==> config.mk <==
export PLATFORM = sky130hd
export DESIGN_NAME = mips_reg_dump
export DESIGN_NICKNAME = d
export VERILOG_FILES = /design/src/rtl/mips_pkg.sv /design/src/rtl/mips_edge_det.sv /design/src/rtl/mips_reg_dump.sv
export SDC_FILE = /design/constraint.sdc
export NUM_CORES = 1
export LEC_CHECK = 0
export ABC_AREA = 1
export CAP_MARGIN = 20
export CELL_PAD_IN_SITES_DETAIL_PLACEMENT = 0
export CELL_PAD_IN_SITES_GLOBAL_PLACEMENT = 1
export CORE_ASPECT_RATIO = 0.6
export CORE_UTILIZATION = 38
export CTS_BUF_LIST = sky130_fd_sc_hd__clkbuf_8
export DETAILED_ROUTE_END_ITERATION = 10
export PLACE_DENSITY = 0.94
export SLEW_MARGIN = 20
export SYNTH_ARGS = -nofsm -noshare
export SYNTH_HDL_FRONTEND = slang
export SYNTH_SLANG_ARGS = --single-unit
==> constraint.sdc <==
create_clock -name clk1 -period 3.8 [get_ports clk1]
set_clock_uncertainty 0.15 [all_clocks]
set_input_delay 0.76 -clock clk1 [delete_from_list [all_inputs] [get_ports clk1]]
set_output_delay 0.76 -clock clk1 [all_outputs]
set_load 0.02 [all_outputs]
==> src/rtl/mips_pkg.sv <==
// Shared constants for the MIPS32 register dump engine: parameter defaults
// and FSM state encodings.
package mips_pkg;

  localparam int unsigned NREG_DEF = 32;
  localparam int unsigned DW_DEF   = 32;

  localparam logic [2:0] ST_IDLE = 3'd0;
  localparam logic [2:0] ST_RD   = 3'd1;
  localparam logic [2:0] ST_CAP  = 3'd2;
  localparam logic [2:0] ST_SEND = 3'd3;
  localparam logic [2:0] ST_FIN  = 3'd4;

endpackage

==> src/rtl/mips_edge_det.sv <==
// Rising-edge detector for the core HALTED flag. The history register resets
// to 0, so a core that is already halted at reset release yields one edge.
module mips_edge_det (
  input  logic clk1,
  input  logic rst_n,
  input  logic d_i,
  output logic rise_c
);

  logic d_q;

  // Registered copy of the input for edge comparison
  always_ff @(posedge clk1 or negedge rst_n) begin
    if (!rst_n) d_q <= 1'b0;
    else        d_q <= d_i;
  end

  assign rise_c = d_i & ~d_q;

endmodule

==> src/rtl/mips_reg_dump.sv <==
// Register-file read-out engine: on a halted rising edge or a start pulse it
// reads R0..R(NREG-1) through a one-cycle-latency port and streams each word
// with its index on a valid/ready interface.
// Optional build macro MIPS_DUMP_CSUM_EN: appends an XOR checksum beat
// (out_idx=0, out_csum=1) that carries out_last instead of R(NREG-1).
module mips_reg_dump
  import mips_pkg::*;
#(
  parameter  int unsigned NREG = NREG_DEF,
  parameter  int unsigned DW   = DW_DEF,
  localparam int unsigned AW   = $clog2(NREG)
) (
  input  logic          clk1,
  input  logic          rst_n,
  input  logic          halted,
  input  logic          start,
  output logic          rf_rd_en,
  output logic [AW-1:0] rf_rd_addr,
  input  logic [DW-1:0] rf_rd_data,
  output logic          out_valid,
  input  logic          out_ready,
  output logic [AW-1:0] out_idx,
  output logic [DW-1:0] out_data,
  output logic          out_last,
`ifdef MIPS_DUMP_CSUM_EN
  output logic          out_csum,
`endif
  output logic          busy,
  output logic          done
);

  localparam logic [AW-1:0] LAST_IDX = AW'(NREG - 1);

  logic          halted_rise_c;
  logic          trig_c;
  logic [2:0]    state_q,     state_d;
  logic [AW-1:0] idx_q,       idx_d;
  logic          rf_rd_en_q,  rf_rd_en_d;
  logic [AW-1:0] rf_addr_q,   rf_addr_d;
  logic          valid_q,     valid_d;
  logic [AW-1:0] out_idx_q,   out_idx_d;
  logic [DW-1:0] out_data_q,  out_data_d;
  logic          out_last_q,  out_last_d;
  logic          busy_q,      busy_d;
  logic          done_q,      done_d;
`ifdef MIPS_DUMP_CSUM_EN
  logic [DW-1:0] csum_q,      csum_d;
  logic          csum_beat_q, csum_beat_d;
`endif

  mips_edge_det u_edge_det (
    .clk1   (clk1),
    .rst_n  (rst_n),
    .d_i    (halted),
    .rise_c (halted_rise_c)
  );

  assign trig_c = halted_rise_c | start;

  // Next-state and next-output logic; all outputs are derived from state_d
  always_comb begin
    state_d    = state_q;
    idx_d      = idx_q;
    out_idx_d  = out_idx_q;
    out_data_d = out_data_q;
    out_last_d = out_last_q;
`ifdef MIPS_DUMP_CSUM_EN
    csum_d      = csum_q;
    csum_beat_d = csum_beat_q;
`endif
    case (state_q)
      ST_IDLE: begin
        if (trig_c) begin
          idx_d   = '0;
          state_d = ST_RD;
`ifdef MIPS_DUMP_CSUM_EN
          csum_d      = '0;
          csum_beat_d = 1'b0;
`endif
        end
      end
      ST_RD: state_d = ST_CAP;
      ST_CAP: begin
        out_data_d = rf_rd_data;
        out_idx_d  = idx_q;
`ifdef MIPS_DUMP_CSUM_EN
        out_last_d = 1'b0;
        csum_d     = csum_q ^ rf_rd_data;
`else
        out_last_d = (idx_q == LAST_IDX);
`endif
        state_d = ST_SEND;
      end
      ST_SEND: begin
        if (out_ready) begin
`ifdef MIPS_DUMP_CSUM_EN
          if (csum_beat_q) begin
            csum_beat_d = 1'b0;
            state_d     = ST_FIN;
          end else if (idx_q == LAST_IDX) begin
            // Checksum beat follows the last register directly
            out_data_d  = csum_q;
            out_idx_d   = '0;
            out_last_d  = 1'b1;
            csum_beat_d = 1'b1;
          end else begin
            idx_d   = idx_q + AW'(1);
            state_d = ST_RD;
          end
`else
          if (out_last_q) begin
            state_d = ST_FIN;
          end else begin
            idx_d   = idx_q + AW'(1);
            state_d = ST_RD;
          end
`endif
        end
      end
      ST_FIN:  state_d = ST_IDLE;
      default: state_d = ST_IDLE;
    endcase

    rf_rd_en_d = (state_d == ST_RD);
    rf_addr_d  = (state_d == ST_RD) ? idx_d : rf_addr_q;
    valid_d    = (state_d == ST_SEND);
    busy_d     = (state_d != ST_IDLE);
    done_d     = (state_d == ST_FIN);
  end

  // State and registered outputs
  always_ff @(posedge clk1 or negedge rst_n) begin
    if (!rst_n) begin
      state_q    <= ST_IDLE;
      idx_q      <= '0;
      rf_rd_en_q <= 1'b0;
      rf_addr_q  <= '0;
      valid_q    <= 1'b0;
      out_idx_q  <= '0;
      out_data_q <= '0;
      out_last_q <= 1'b0;
      busy_q     <= 1'b0;
      done_q     <= 1'b0;
`ifdef MIPS_DUMP_CSUM_EN
      csum_q      <= '0;
      csum_beat_q <= 1'b0;
`endif
    end else begin
      state_q    <= state_d;
      idx_q      <= idx_d;
      rf_rd_en_q <= rf_rd_en_d;
      rf_addr_q  <= rf_addr_d;
      valid_q    <= valid_d;
      out_idx_q  <= out_idx_d;
      out_data_q <= out_data_d;
      out_last_q <= out_last_d;
      busy_q     <= busy_d;
      done_q     <= done_d;
`ifdef MIPS_DUMP_CSUM_EN
      csum_q      <= csum_d;
      csum_beat_q <= csum_beat_d;
`endif
    end
  end

  assign rf_rd_en   = rf_rd_en_q;
  assign rf_rd_addr = rf_addr_q;
  assign out_valid  = valid_q;
  assign out_idx    = out_idx_q;
  assign out_data   = out_data_q;
  assign out_last   = out_last_q;
  assign busy       = busy_q;
  assign done       = done_q;
`ifdef MIPS_DUMP_CSUM_EN
  assign out_csum   = csum_beat_q;
`endif

endmodule

After elaboration in Yosys (flattened, before gate mapping)
Cells that the tools add are included.

word-level totals
  register bits after elaboration = 56
  bits of input ports = 37
  output and inout bits = 47
  logic and storage cells = 32

cells by class
  add/subtract/negate cells = 1
  equality and inequality tests = 7
  muxes and demuxes = 8
  bitwise operators = 3
  reduce and logical (&&, ||, !) cells = 2

operators with widths
  cell                                                 count
  two-way mux 5 bit                                    3
  one-hot mux 3 bit (4 select lines)                   1
  one-hot mux 5 bit (2 select lines)                   1
  equality test 3 x 2 -> 1 bit, second input constant  3
  two-way mux 3 bit                                    3
  equality test 3 x 1 -> 1 bit, second input constant  2
  adder 5 x 1 -> 5 bit, second input constant          1
  equality test 5 bit, second input constant           1
  equality test 3 bit, second input constant           1
  logical NOT 3 bit                                    1
  nonzero test 3 bit                                   1
  bitwise AND 1 bit                                    1
  NOT 1 bit                                            1
  bitwise OR 1 bit                                     1

Logic depth before layout (Yosys ltp)
Gate-level depths: netlist (run 1).

  depth after elaboration = 6
  mapped depth = 9

Cells and area by module
From an unflattened synthesis (run 1), not the netlist that was laid out.

second synthesis, totals
  cell total of the unflattened synthesis = 180
  area total of the unflattened synthesis = 2333.5 um^2

modules (own cells, without submodules)
  module         times used  cells an instance  area each (um^2)  seq. area each (um^2)
  mips_reg_dump  1           177                2298.5            1376.3
  mips_edge_det  1           3                  35.0              25.0

Least setup slack after synthesis (run 1)
Ideal clock, no wire load.

  path kind = input-to-reg
  from = in start
  to = reg rf_addr_q[0], in the netlist rf_rd_addr[0]
  library setup time = 116 ps
  arrival = 1313 ps
  path slack = 2220 ps
  stages = 7
  buffers on the path = 0
  cell sequence = o21bai_1 -> nand2_2 -> nand2_2 -> nand2_2 -> inv_2 -> nand2_1 -> nand2_1

on the way
  cells in the longest elaborated chain, start to end = 4

ends and longest elaborated chain
  item                                RTL line              RTL
  start: declaration                  mips_reg_dump.sv:16   input logic start,
  bitwise OR 1 bit                    mips_reg_dump.sv:58   assign trig_c = halted_rise_c | start;
  two-way mux 3 bit                   mips_reg_dump.sv:73   if (trig_c) begin
  one-hot mux 3 bit (4 select lines)  mips_reg_dump.sv:71   case (state_q)
  via state_d[0]                      mips_reg_dump.sv:36   logic [2:0] state_q, state_d;
  equality test 3 x 1 -> 1 bit        n/a
  via rf_rd_en_d                      mips_reg_dump.sv:38   logic rf_rd_en_q, rf_rd_en_d;
  end signal: assignment              mips_reg_dump.sv:152  rf_addr_q <= rf_addr_d;
  end: declaration                    mips_reg_dump.sv:39   logic [AW-1:0] rf_addr_q, rf_addr_d;

The timed path passes the listed nets, and every way through them passes these cells.
A chain may end at the register's enable or synchronous reset.

Worst setup path after layout (run 1)
  from = reg out_last_q, in the netlist out_last
  to = out out_last

RTL lines
  item                      RTL line              RTL
  start: declaration        mips_reg_dump.sv:43   logic out_last_q, out_last_d;
  start signal: assignment  mips_reg_dump.sv:156  out_last_q <= out_last_d;
  end: declaration          mips_reg_dump.sv:24   output logic out_last,

No word-level cell between the ends.

==> impl_metrics.json, run 1 <==
{
  "status": "completed",
  "cp_cell_sequence": "clkdlybuf4s50_1",
  "dr.pass1.iters": 4,
  "cts.path.max_buffers": 2,
  "wl_per_cell_um": 13.88,
  "fp.dieH_um": 62.69,
  "cts.sinks": 56,
  "diodes": 0,
  "synth_top_area_frac": 0.6009,
  "num_io_pins": 84,
  "endpoint_kind": "output port",
  "hold_violations": 0,
  "crit_type": "flip-flop to output port",
  "worstPathRequired_ns": 2.89,
  "root_buffer": "clkbuf_8",
  "netlist_top_cells_area": "dfrtp_1, mux2_4, nand2_1",
  "cp_num_buf_inv": 1,
  "ant_nets": 0,
  "design_area_sq_um": 3319,
  "setup_viol": 0,
  "cts_htree_levels": 2,
  "antenna_found_initial": 0,
  "timing.rr.end": "out_data[19]",
  "fmax_mhz": 447.2,
  "slew_headroom": 0.5368,
  "place_congestion": 0.7707,
  "drc": 0,
  "syn_area_sq_um": 2332,
  "postPlaceCellArea_sq_um": 3227,
  "pre_cts_ws_ns": 1.450,
  "cap_violations": 0,
  "coreArea_sq_um": 5754,
  "setup_ws_ns": 1.564,
  "hold_class": "input pin to asynchronous set/reset pin",
  "layout-area-overhead-vs-synth_pct": 42.33,
  "regToRegSetupSlack_ns": 2.00,
  "start_util": 0.4053,
  "crit_slowest_cell": "clkdlybuf4s50_1",
  "final_cell_mix": "clkdlybuf4s50_1, dfrtp_1, nand2_1",
  "worstSkewPairLatency_ns": 0.30,
  "worst_slew_pin_slew_ns": 0.6941,
  "numCtsBuffers": 5,
  "post_cts_buffers": 0,
  "max_stage_delay_ns": 0.62,
  "cp-start-kind": "flip-flop",
  "fp-row-count": 21,
  "wirelength_um": 4831,
  "nets": 306,
  "critPathArrivalTime_ns": 1.33,
  "fin_tns_setup_ns": 0,
  "fin_crit_sh": 0.5885,
  "drive_above_1_share": 0.1828,
  "dpl.hpwl_um": 3571,
  "ctsHoldBuffers": 0,
  "tritoncts": "done",
  "fillCellCount": 492,
  "layout_commonest_cell": "clkdlybuf4s50_1",
  "fin_crit_ns": 2.236,
  "ys_seq_area_frac": 0.6009,
  "synth_cells": 180,
  "avgSynthCellArea_sq_um": 12.96,
  "grt_max_degree": 45,
  "die_area_sq_um": 6465,
  "num_vias": 1594,
  "synth_cell_types": 22,
  "clkTransAtPathRegs_ns": 0.10,
  "crit_family": "buffers and inverters",
  "grt_pass1_wl_um": 8017,
  "p_leak_nw": 1.580,
  "syn-num-nets": 219,
  "path_max_fanout": 4,
  "grt_overflow": 0,
  "rsz0062_at_grt": "no",
  "synth_largest_area_cell": "dfrtp_1",
  "io_buffer_count": 83,
  "fin_util": 0.5769,
  "drtIter0Drc": 42,
  "dieWidth_um": 103.1,
  "r2r_cells": 3,
  "ys_ff_latch": 56,
  "drv_slew": 0,
  "power_mw": 2.884,
  "grt_pass1_vias": 1612,
  "p_per_area_nw_per_um2": 868.9,
  "cts_resized": 0,
  "ir_drop_uv": 365.5,
  "track_usage": 0.1611,
  "crit-reg2reg-launch": "state_q[2]",
  "via_per_inst": 4.580,
  "yosysWarnings": 0
}
==> sequential cells by signal (all words and copies together) (netlist names) <==
signal / cells
out_data: 32
idx_q: 5
out_idx: 5
rf_rd_addr: 5
state_q: 3
busy: 1
done: 1
out_last: 1
out_valid: 1
rf_rd_en: 1
u_edge_det.d_q: 1
==> power breakdown <==
| group | switching, mW | internal, mW |
|---|---|---|
| Combinational | 0.733 | 0.822 |
| Sequential | 0.148 | 0.849 |
| Clock | 0.186 | 0.146 |
| Total | 1.07 | 1.82 |
==> cells by family (layout without fill, tap and decap cells) <==
group / after synthesis / in the layout / share of synthesized area
AOI/OAI and AO/OA: 15 / 15 / 0.03755
adders and majority gates: 2 / 2 / 0.01073
buffers and inverters: 22 / 110 / 0.04560
DFF: 56 / 56 / 0.6009
muxes: 32 / 32 / 0.1996
and+or+nand+nor: 53 / 53 / 0.1057
==> through the flow <==
| step | std cells | hold WS [ns] |
|---|---|---|
| final | 348 | 0.2922 |
| after global routing | 348 | 0.3380 |
| after CTS | 348 | 0.3136 |
| after detailed placement | 340 | 0.3165 |
| after global placement | 340 | 0.3175 |
| after floorplan | 180 | 0.3144 |
==> cell usage after synthesis <==
| master | number |
|---|---|
| a211oi_1 | 1 |
| a21oi_1 | 1 |
| a22oi_1 | 2 |
| buf_2 | 1 |
| buf_6 | 3 |
| dfrtp_1 | 56 |
| ha_1 | 2 |
| inv_1 | 17 |
| inv_2 | 1 |
| mux2_2 | 4 |
| mux2_4 | 28 |
| nand2_1 | 31 |
| nand2_2 | 3 |
| nand2_4 | 1 |
| nand3_1 | 11 |
| nand4_1 | 1 |
| nor2_1 | 3 |
| nor2_4 | 2 |
| nor3_1 | 1 |
| o211ai_1 | 1 |
| o21ai_0 | 9 |
| o21bai_1 | 1 |
==> worst max-delay path by stage <==
stage          cells after the start       from  slack (ns)             to
2_1_floorplan                      7      start        2.22  rf_rd_addr[0]
3_3_place_gp                       7  out_ready        1.57  rf_rd_addr[2]
3_5_place_dp                       7  out_ready        1.45  rf_rd_addr[3]
4_1_cts                            1   out_last        1.54       out_last
5_1_grt                            1   out_last        1.52       out_last
6_report                           1   out_last        1.56       out_last
==> metal layers <==
metal,part of all wire,up-vias,global-route usage
li1,-,764,-
met3,0.076,0,0.05257
met5,0,-,0
met1,0.51,769,0.2415
met4,0,0,0.02113
met2,0.41,61,0.2317
==> layout make-up <==
cell class	count	area, sq um	area share
clock buffers	6	82.58	0.02488
multi-input cells	102	824.5	0.2484
well taps	80	100.1	0.03015
repair buffers	84	833.3	0.2510
flip-flops and latches	56	1401	0.4222
inverters	18	67.56	0.02035
clock inverters	2	10.01	0.003015
No activity file was read; power rests on OpenSTA's default activity.
==> run 2: changes to the inputs <==
Settings changed: CORE_UTILIZATION 38 to 36, PLACE_DENSITY 0.94 to 0.9.
Clock period 3.8 ns to 2.1 ns, I/O delays scaled along.
==> run 2 against run 1 <==
Effect of this change:
- core utilization down 3.0 points
- worst hold slack better by 0.041 ns
- cell count up 2.3%
- non-clock buffer count up 4
- total power up 85%
- setup slack worse by 1.4 ns
- global-route usage down 0.83 points
- wire length down 1.1%
- critical endpoint unchanged
==> impl_metrics.json, run 2 (synthesis results as in run 1) <==
{
  "status": "completed",
  "regToRegSetupSlack_ns": 0.47,
  "path_max_fanout": 4,
  "cts_htree_levels": 2,
  "r2r_cells": 4,
  "io_buffer_count": 83,
  "crit_slowest_cell": "clkdlybuf4s50_1",
  "design_area_sq_um": 3385,
  "worstSkewPairLatency_ns": 0.29,
  "start_util": 0.3766,
  "grt_max_degree": 30,
  "hold_violations": 0,
  "critPathArrivalTime_ns": 1.32,
  "ctsHoldBuffers": 1,
  "p_per_area_nw_per_um2": 1580,
  "crit_type": "flip-flop to output port",
  "cts.sinks": 56,
  "grt_pass1_wl_um": 8128,
  "nets": 310,
  "fillCellCount": 532,
  "cp_cell_sequence": "clkdlybuf4s50_1",
  "comb_power_share": 0.539,
  "clkTransAtPathRegs_ns": 0.09,
  "postPlaceCellArea_sq_um": 3267,
  "worstHoldStart": "rf_rd_addr[4]",
  "place_congestion": 0.8004,
  "grt_pass1_vias": 1637,
  "place_inst": 347,
  "pre_cts_ws_ns": 0.1554,
  "hold_class": "flip-flop to flip-flop",
  "layout-area-overhead-vs-synth_pct": 45.12,
  "fin_tns_setup_ns": 0,
  "internal_power_mw": 3.413,
  "via_per_inst": 4.525,
  "setup_ws_ns": 0.2113,
  "whs_ns": 0.3334,
  "dr.pass1.iters": 4,
  "cts_resized": 0,
  "coreArea_sq_um": 6193,
  "largest_reg_flops": 32,
  "crit_cells": 1,
  "crit_family": "buffers and inverters",
  "track_usage": 0.1529,
  "worstPathRequired_ns": 1.53,
  "drtIter0Drc": 64,
  "slew_headroom": 0.7549,
  "ir_drop_uv": 720.2,
  "max_stage_delay_ns": 0.62,
  "final_cell_mix": "clkdlybuf4s50_1, dfrtp_1, nand2_1",
  "ant_nets": 0,
  "worst_slew_pin_slew_ns": 0.3676,
  "regArea_sq_um": 1401,
  "tritoncts": "done",
  "antenna_found_initial": 0,
  "fin_crit_ns": 1.889,
  "wirelength_um": 4778,
  "p_leak_nw": 1.612,
  "clockPowerShare": 0.126,
  "stdcell_count": 356,
  "swShare": 0.3618,
  "rsz0062_at_grt": "no",
  "cts.path.max_buffers": 2,
  "cp_num_buf_inv": 1,
  "post_cts_buffers": 0,
  "die_area_sq_um": 6815,
  "endpoint_kind": "output port",
  "drive_above_1_share": 0.1875,
  "layout_commonest_cell": "clkdlybuf4s50_1",
  "crit_start": "out_last",
  "fp-row-count": 22,
  "p_switching_mw": 1.935,
  "dpl.hpwl_um": 3520,
  "drc": 0,
  "fin_util": 0.5465,
  "multi_input_area_sq_um": 824.5,
  "num_vias": 1611,
  "dieWidth_um": 105.9,
  "cap_violations": 0,
  "power_mw": 5.348,
  "grt_overflow": 0,
  "crit-reg2reg-launch": "state_q[2]",
  "cp-start-kind": "flip-flop",
  "fmax_mhz": 529.5,
  "fin_crit_sh": 0.8994,
  "drv_slew": 0,
  "diodes": 0,
  "whs_path_depth": 2,
  "root_buffer": "clkbuf_8",
  "fp.dieH_um": 64.35,
  "wl_per_cell_um": 13.42,
  "num_io_pins": 84,
  "setup_viol": 0,
  "numCtsBuffers": 5,
  "sequentialPowerShare": 0.336
}
==> run 2: cell types whose count changed in the layout (fill, tap and decap cells not counted) <==
| cell | delta |
|---|---|
| clkinv_2 | -1 |
| inv_1 | +1 |
| clkbuf_8 | -1 |
| buf_12 | +1 |
| buf_4 | +2 |
| bufinv_16 | +1 |
| dlygate4sd3_1 | +1 |
==> run 2: metal layers <==
metal  up-vias  GRT usage  wire length (um)
met3         0    0.05408               357
met4         0    0.02083                 0
li1        778          -                 -
met2        58     0.2124              1872
met5         -          0                 0
met1       775     0.2309              2548
==> run 2: layout make-up <==
cell class,instances,share of cell area
well taps,84,0.03105
clock inverters,3,0.01146
multi-input cells,102,0.2436
flip-flops and latches,56,0.4140
inverters,18,0.01996
repair buffers,88,0.2595
clock buffers,5,0.02033
==> run 2: worst paths after layout <==
path	end
setup / recovery	out_last
hold / removal	rf_rd_addr[4]
setup reg to reg	out_data[1]
hold reg to reg	rf_rd_addr[4]
max in group asynchronous	out_data[1]
min in group asynchronous	out_data[14]
==> run 2: worst reg2reg max path: cells and delay by family, from the launching register on <==
family                 cells  cell delay (ns)
flip-flops                 1             0.51
AND/OR/NAND/NOR            2             0.26
multiplexers               1             0.32
buffers and inverters      1             0.28
==> run 2: power by group through the flow <==
stage	Combinational [mW]	Clock, mW	Sequential, mW
CTS	2.90	0.704	1.80
floorplan	1.28	0	2.29
detailed placement	2.88	0	1.82
finish	2.88	0.672	1.79
global placement	2.86	0	1.80
global route	3.08	0.754	1.86
==> run 3: changes to the inputs <==
Settings changed: CTS_CLUSTER_SIZE set to 28.
==> results of run 3 <==
Final layout, timing and power as in run 2 (identical DEF).
